<file path="src/rtl/bin2bcd_seq.sv">
// Sequential 14-bit binary to 4-digit packed BCD converter (double-dabble, one bit per clock).
// Define BIN2BCD_SAT_EN to saturate over-range results to 9999; otherwise the value is reduced mod 10000.
module bin2bcd_seq (
    input  logic        CLK_50M,
    input  logic        RST,
    input  logic [13:0] bin_in,
    input  logic        start,
    output logic        busy,
    output logic        done,
    output logic [15:0] bcd_out,
    output logic        ovf
);

    typedef enum logic [1:0] {
        IDLE  = 2'd0,
        SHIFT = 2'd1,
        DONE  = 2'd2
    } state_t;

    state_t      state_reg;
    logic [13:0] bin_reg;
    logic [15:0] acc_reg;
    logic [3:0]  cnt_reg;
    logic        carry_reg;
    logic [15:0] acc_adj;

    // Per-digit correction applied before each shift so a digit >= 5 carries into the next one.
    genvar gi;
    generate
        for (gi = 0; gi < 4; gi++) begin : g_dabble
            assign acc_adj[gi*4 +: 4] = (acc_reg[gi*4 +: 4] >= 4'd5) ?
                                        acc_reg[gi*4 +: 4] + 4'd3 : acc_reg[gi*4 +: 4];
        end
    endgenerate

    always_ff @(posedge CLK_50M or negedge RST) begin
        if (!RST) begin
            state_reg <= IDLE;
            bin_reg   <= '0;
            acc_reg   <= '0;
            cnt_reg   <= '0;
            carry_reg <= 1'b0;
            busy      <= 1'b0;
            done      <= 1'b0;
            bcd_out   <= '0;
            ovf       <= 1'b0;
        end else begin
            done <= 1'b0;
            case (state_reg)
                IDLE: begin
                    if (start) begin
                        bin_reg   <= bin_in;
                        acc_reg   <= '0;
                        cnt_reg   <= '0;
                        carry_reg <= 1'b0;
                        busy      <= 1'b1;
                        state_reg <= SHIFT;
                    end
                end
                SHIFT: begin
                    // Bit leaving the thousands digit is a carry into the 10^4 place.
                    carry_reg <= carry_reg | acc_adj[15];
                    acc_reg   <= {acc_adj[14:0], bin_reg[13]};
                    bin_reg   <= {bin_reg[12:0], 1'b0};
                    cnt_reg   <= cnt_reg + 4'd1;
                    if (cnt_reg == 4'd13) begin
                        state_reg <= DONE;
                    end
                end
                DONE: begin
`ifdef BIN2BCD_SAT_EN
                    bcd_out <= carry_reg ? 16'h9999 : acc_reg;
`else
                    bcd_out <= acc_reg;
`endif
                    ovf       <= carry_reg;
                    done      <= 1'b1;
                    busy      <= 1'b0;
                    state_reg <= IDLE;
                end
                default: begin
                    state_reg <= IDLE;
                    busy      <= 1'b0;
                end
            endcase
        end
    end

endmodule

</file>
<file path="config.mk">
export PLATFORM = sky130hd
export DESIGN_NAME = bin2bcd_seq
export DESIGN_NICKNAME = d
export VERILOG_FILES = /design/src/rtl/bin2bcd_seq.sv
export SDC_FILE = /design/constraint.sdc
export NUM_CORES = 1
export LEC_CHECK = 0
export ABC_AREA = 1
export CAP_MARGIN = 20
export CORE_MARGIN = 5
export CORE_UTILIZATION = 55
export CTS_CLUSTER_DIAMETER = 100
export DETAILED_ROUTE_END_ITERATION = 6
export PLACE_DENSITY = 0.79
export SYNTH_ARGS = -nofsm -noshare
export SYNTH_HDL_FRONTEND = slang
export SYNTH_SLANG_ARGS = --single-unit
</file>
<file path="constraint.sdc">
create_clock -name CLK_50M -period 3.1 [get_ports CLK_50M]
set_clock_uncertainty 0.1 [all_clocks]
set_input_delay 0.62 -clock CLK_50M [delete_from_list [all_inputs] [get_ports CLK_50M]]
set_output_delay 0.62 -clock CLK_50M [all_outputs]
set_load 0.05 [all_outputs]
</file>
==> results of run 1 <==
power groups by stage:
stage / Combinational, mW / Clock, mW / Sequential (mW)
5_1_grt: 1.84 / 0.449 / 1.28
3_5_place_dp: 1.65 / 0 / 1.25
4_1_cts: 1.65 / 0.415 / 1.24
3_3_place_gp: 1.60 / 0 / 1.24
2_1_floorplan: 0.973 / 0 / 1.52
6_report: 1.64 / 0.404 / 1.24
synth_stat cells (all sizes together):
| master | instances | area, um^2 |
|---|---|---|
| o21ai | 28 | 140 |
| o22ai | 2 | 12.5 |
| dfrtp | 56 | 1400 |
| nand3 | 35 | 220 |
| inv | 29 | 111 |
| ha | 10 | 125 |
| nand4 | 9 | 56.3 |
| nand2 | 121 | 549 |
| a21oi | 3 | 15.0 |
| nor2 | 11 | 43.8 |
| buf | 10 | 97.6 |
| o21bai | 3 | 22.5 |
| o211ai | 1 | 7.51 |
layer usage:
layer	track usage, %	wire (um)
met1	21.8	2360
met2	26.7	2260
met3	3.88	295
met4	5.91	72
met5	0	0
kinds of logic (layout without fill, tap and decap cells):
| kind of cell | after synthesis | count (layout) | share of synthesized area (%) |
|---|---|---|---|
| AO/OA/AOI/OAI | 37 | 37 | 7.05 |
| adder cells (fa/ha/maj) | 10 | 10 | 4.46 |
| buffers and inverters | 39 | 73 | 7.46 |
| flip-flops | 56 | 56 | 50.0 |
| AND/OR/NAND/NOR | 176 | 176 | 31.0 |
final timing paths:
kind	startpoint	end	slack, ns	cells past startpoint
max	bcd_out[5]$_DFFE_PN0P_	bcd_out[5]	0.91	1
min	RST	bcd_out[7]$_DFFE_PN0P_	0.33	2
max reg2reg	state_reg[1]$_DFFE_PN0P_	acc_reg[8]$_DFFE_PN0P_	1.63	5
min reg2reg	ovf$_DFFE_PN0P_	ovf$_DFFE_PN0P_	0.39	2
max in group asynchronous	RST	cnt_reg[1]$_DFFE_PN0P_	2.12	2
min in group CLK_50M	ovf$_DFFE_PN0P_	ovf$_DFFE_PN0P_	0.39	2
per-stage QoR:
stage	instance area [um^2]	instances	utilization (%)	total power [mW]	setup WS [ns]
after floorplan	2800	318	-	2.50	1.78
after global placement	3150	414	62.4	2.84	1.14
after detailed placement	3150	414	62.4	2.90	1.12
after CTS	3240	422	64.2	3.31	0.894
after global routing	3240	422	64.2	3.57	0.846
final	3240	422	64.2	3.29	0.909
layout make-up:
class,count,area (um^2)
inverters,29,111
flip-flops and latches,56,1400
multi-input cells,223,1190
repair buffers,36,353
clock buffers,8,90.1
well taps,70,87.6
fillers,434,1810
==> flow_summary.json, run 1 <==
{
  "path_cells": "clkdlybuf4s50_1",
  "synth-seq-cells": 56,
  "path_clk_slew_ns": 0.09,
  "seq_area_frac_synth_pct": 50.0,
  "max_clock_freq_mhz": 456,
  "fin_crit_sh_pct": 70.7,
  "routed_via_density": 5.09,
  "wl_um": 4990,
  "first_pass_iters": 4,
  "initial_core_util_pct": 55.6,
  "fp.dieW_um": 81.4,
  "grt_max_degree": 57,
  "finalSetupTns_ns": 0,
  "slowest_delay_ns": 0.80,
  "ir_worst_vdd_mv": 0.432,
  "critPathTopFamily": "buffers and inverters",
  "layout_commonest_cell": "nand2_1",
  "rsz0062_at_grt": "no",
  "synthCells": 318,
  "hold_viol": 0,
  "internal-power_mw": 1.78,
  "layout-drive-gt1-share_pct": 10.5,
  "cp.required_ns": 2.38,
  "cts_made_buffers": 5,
  "ys_types": 23,
  "cp_slowest_cell": "clkdlybuf4s50_1",
  "leakage_nw": 1.68,
  "ys_warn_count": 0,
  "switching_share_pct": 45.8,
  "vias": 2147,
  "overflow": 0,
  "postRouteAntennaNets": 0,
  "postCtsResizedCells": 0,
  "track_usage_pct": 16.6,
  "crit_type": "flip-flop to output port",
  "cts_setup_buffers": 0,
  "diodes": 0,
  "num_rows": 26,
  "clock_power_share_pct": 12.3,
  "area_delta_synth_final_pct": 15.4,
  "gp_congestion": 0.750,
  "drc": 0,
  "tightest_slew_ns": 0.680,
  "cts-root-buf": "clkbuf_8",
  "nNetsFinal": 378,
  "setup_violations": 0,
  "p_switching_mw": 1.51,
  "min_period_ns": 2.19,
  "drt_iter0_markers": 192,
  "outcome": "complete, no violations",
  "antenna_found_initial": 0,
  "hp-class": "input port to asynchronous set/reset pin",
  "clock_sinks": 56,
  "end_kind": "output port",
  "ios": 36,
  "hold_ws_ns": 0.329,
  "clock_latency_ns": 0.31,
  "pwr-share-seq_pct": 37.8,
  "cp-start-kind": "flip-flop",
  "cts_htree_levels": 2,
  "die-area_mm2": 0.00662,
  "syn_avg_cell_area_um2": 8.81,
  "routedWlPerCell_um": 11.8,
  "io_buffers": 35,
  "syn_nets": 345,
  "max-slew-margin-rel_pct": 54.7,
  "crit_buf_inv": 1,
  "grt_pass1_wl_um": 8540,
  "hpwl_um": 3460,
  "cts_hold_buf": 0,
  "cp_max_fo": 2,
  "arrival_ns": 1.47,
  "drv_slew": 0,
  "die_h_um": 81.4,
  "clock_path_buffers": 2,
  "power.density_mw_per_mm2": 1020,
  "power_frac_comb_pct": 49.9,
  "grt_pass1_vias": 1951,
  "maxCapViolCount": 0,
  "cts_tree": "built",
  "netlist_area_mm2": 0.00280,
  "core_mm2": 0.00504,
  "mostFrequentLayoutCells": "nand2_1 (107), dfrtp_1 (56), clkdlybuf4s50_1 (34), nand3_1 (26), inv_1 (24)"
}
Power figures use the tool's default switching activity.
==> run 2, diff against run 1 <==
clock period = 2.15 ns   (was 3.1 ns; I/O delays follow)
==> run 2 against run 1 <==
Critical path depth unchanged. Count of clock-buffer cells in the layout unchanged. Hold slack got worse by 0.20 ns.
==> flow_summary.json, run 2 (synthesized netlist as in run 1, its figures left out) <==
{
  "outcome": "complete, no violations",
  "diodes": 0,
  "r2r_setup_slack_ns": 0.66,
  "die_h_um": 81.4,
  "overflow": 0,
  "max-slew-margin-rel_pct": 55.8,
  "cp-start-kind": "flip-flop",
  "hp-class": "input port to asynchronous set/reset pin",
  "cp_max_fo": 2,
  "max_clock_freq_mhz": 499,
  "end_kind": "output port",
  "fillers": 452,
  "mostFrequentLayoutCells": "nand2_1 (107), dfrtp_1 (56), clkdlybuf4s50_1 (34), nand3_1 (26), inv_1 (24)",
  "final_core_utilization_pct": 64.2,
  "critPathTopFamily": "buffers and inverters",
  "path_clk_slew_ns": 0.09,
  "drt_iter0_markers": 147,
  "initial_core_util_pct": 55.6,
  "register_area_mm2": 0.00140,
  "cts_setup_buffers": 0,
  "grt_pass1_wl_um": 8410,
  "cp.required_ns": 1.62,
  "io_buffers": 35,
  "vias": 2131,
  "antenna_found_initial": 0,
  "cts_tree": "built",
  "hold_viol": 0,
  "clock_sinks": 56,
  "hpwl_um": 3410,
  "drv_slew": 0,
  "routed_via_density": 5.05,
  "path_cells": "clkdlybuf4s50_1",
  "rsz0062_at_grt": "no",
  "nNetsFinal": 378,
  "slowest_delay_ns": 0.81,
  "track_usage_pct": 16.3,
  "cts_made_buffers": 5,
  "clock_latency_ns": 0.30,
  "maxCapViolCount": 0,
  "multiInputGateArea_mm2": 0.00119,
  "crit_buf_inv": 1,
  "num_rows": 26,
  "core_mm2": 0.00504,
  "routedWlPerCell_um": 11.6,
  "grt_max_degree": 57,
  "fp.dieW_um": 81.4,
  "layout-drive-gt1-share_pct": 10.5,
  "die-area_mm2": 0.00662,
  "hold_ws_ns": 0.133,
  "fin_crit_sh_pct": 93.3,
  "finalSetupTns_ns": 0,
  "crit_type": "flip-flop to output port",
  "r2r_cells": 5,
  "postCtsResizedCells": 0,
  "layout_commonest_cell": "nand2_1",
  "tightest_slew_ns": 0.663,
  "cp_slowest_cell": "clkdlybuf4s50_1",
  "leakage_nw": 1.68,
  "clock_path_buffers": 2,
  "arrival_ns": 1.48,
  "gp_congestion": 0.752,
  "ios": 36,
  "min_period_ns": 2.01,
  "area_delta_synth_final_pct": 15.4,
  "ir_worst_vdd_mv": 0.617,
  "first_pass_iters": 4,
  "grt_pass1_vias": 1940,
  "setup_violations": 0,
  "cts-root-buf": "clkbuf_8",
  "postRouteAntennaNets": 0,
  "drc": 0,
  "power.density_mw_per_mm2": 1460,
  "cts_htree_levels": 2,
  "wl_um": 4890,
  "cts_hold_buf": 0,
  "path_depth": 1
}
-- run 2: cell counts in the layout (fill, tap and decap cells not counted) --
Identical to the previous run, type by type.
-- run 2: cell type report --
cell class	instances	share of cell area, %
Tap cell	70	2.71
Sequential cell	56	43.3
Inverter	29	3.44
Multi-Input combinational cell	223	36.9
Timing Repair Buffer	36	10.9
Clock buffer	8	2.78
-- run 2: metrics by stage --
step | setup slack, ns | cell area (um^2) | total power [mW] | std cells
2_1_floorplan | 0.913 | 2800 | 3.60 | 318
3_3_place_gp | 0.385 | 3150 | 4.10 | 414
3_5_place_dp | 0.350 | 3150 | 4.18 | 414
4_1_cts | 0.128 | 3240 | 4.76 | 422
5_1_grt | 0.0751 | 3240 | 5.15 | 422
6_report | 0.144 | 3240 | 4.74 | 422
-- run 2: layer usage --
layer	global-route usage [%]	part of all wire [%]
met5	0	0
met4	5.41	1.2
met3	3.99	5.4
met2	25.7	45
met1	21.9	48
-- run 2: path summary, 6_finish.rpt --
check / startpoint / endpoint
max: bcd_out[6]$_DFFE_PN0P_ / bcd_out[6]
min: RST / bcd_out[5]$_DFFE_PN0P_
max reg2reg: state_reg[1]$_DFFE_PN0P_ / acc_reg[8]$_DFFE_PN0P_
min reg2reg: ovf$_DFFE_PN0P_ / ovf$_DFFE_PN0P_
max in group asynchronous: RST / acc_reg[3]$_DFFE_PN0P_
min in group CLK_50M: ovf$_DFFE_PN0P_ / ovf$_DFFE_PN0P_
-- run 2: where the power goes --
group | internal [mW] | total [mW] | leakage (nW) | switching (mW)
Sequential | 1.49 | 1.79 | 0.684 | 0.304
Combinational | 0.818 | 2.36 | 0.952 | 1.54
Clock | 0.264 | 0.589 | 0.0455 | 0.325
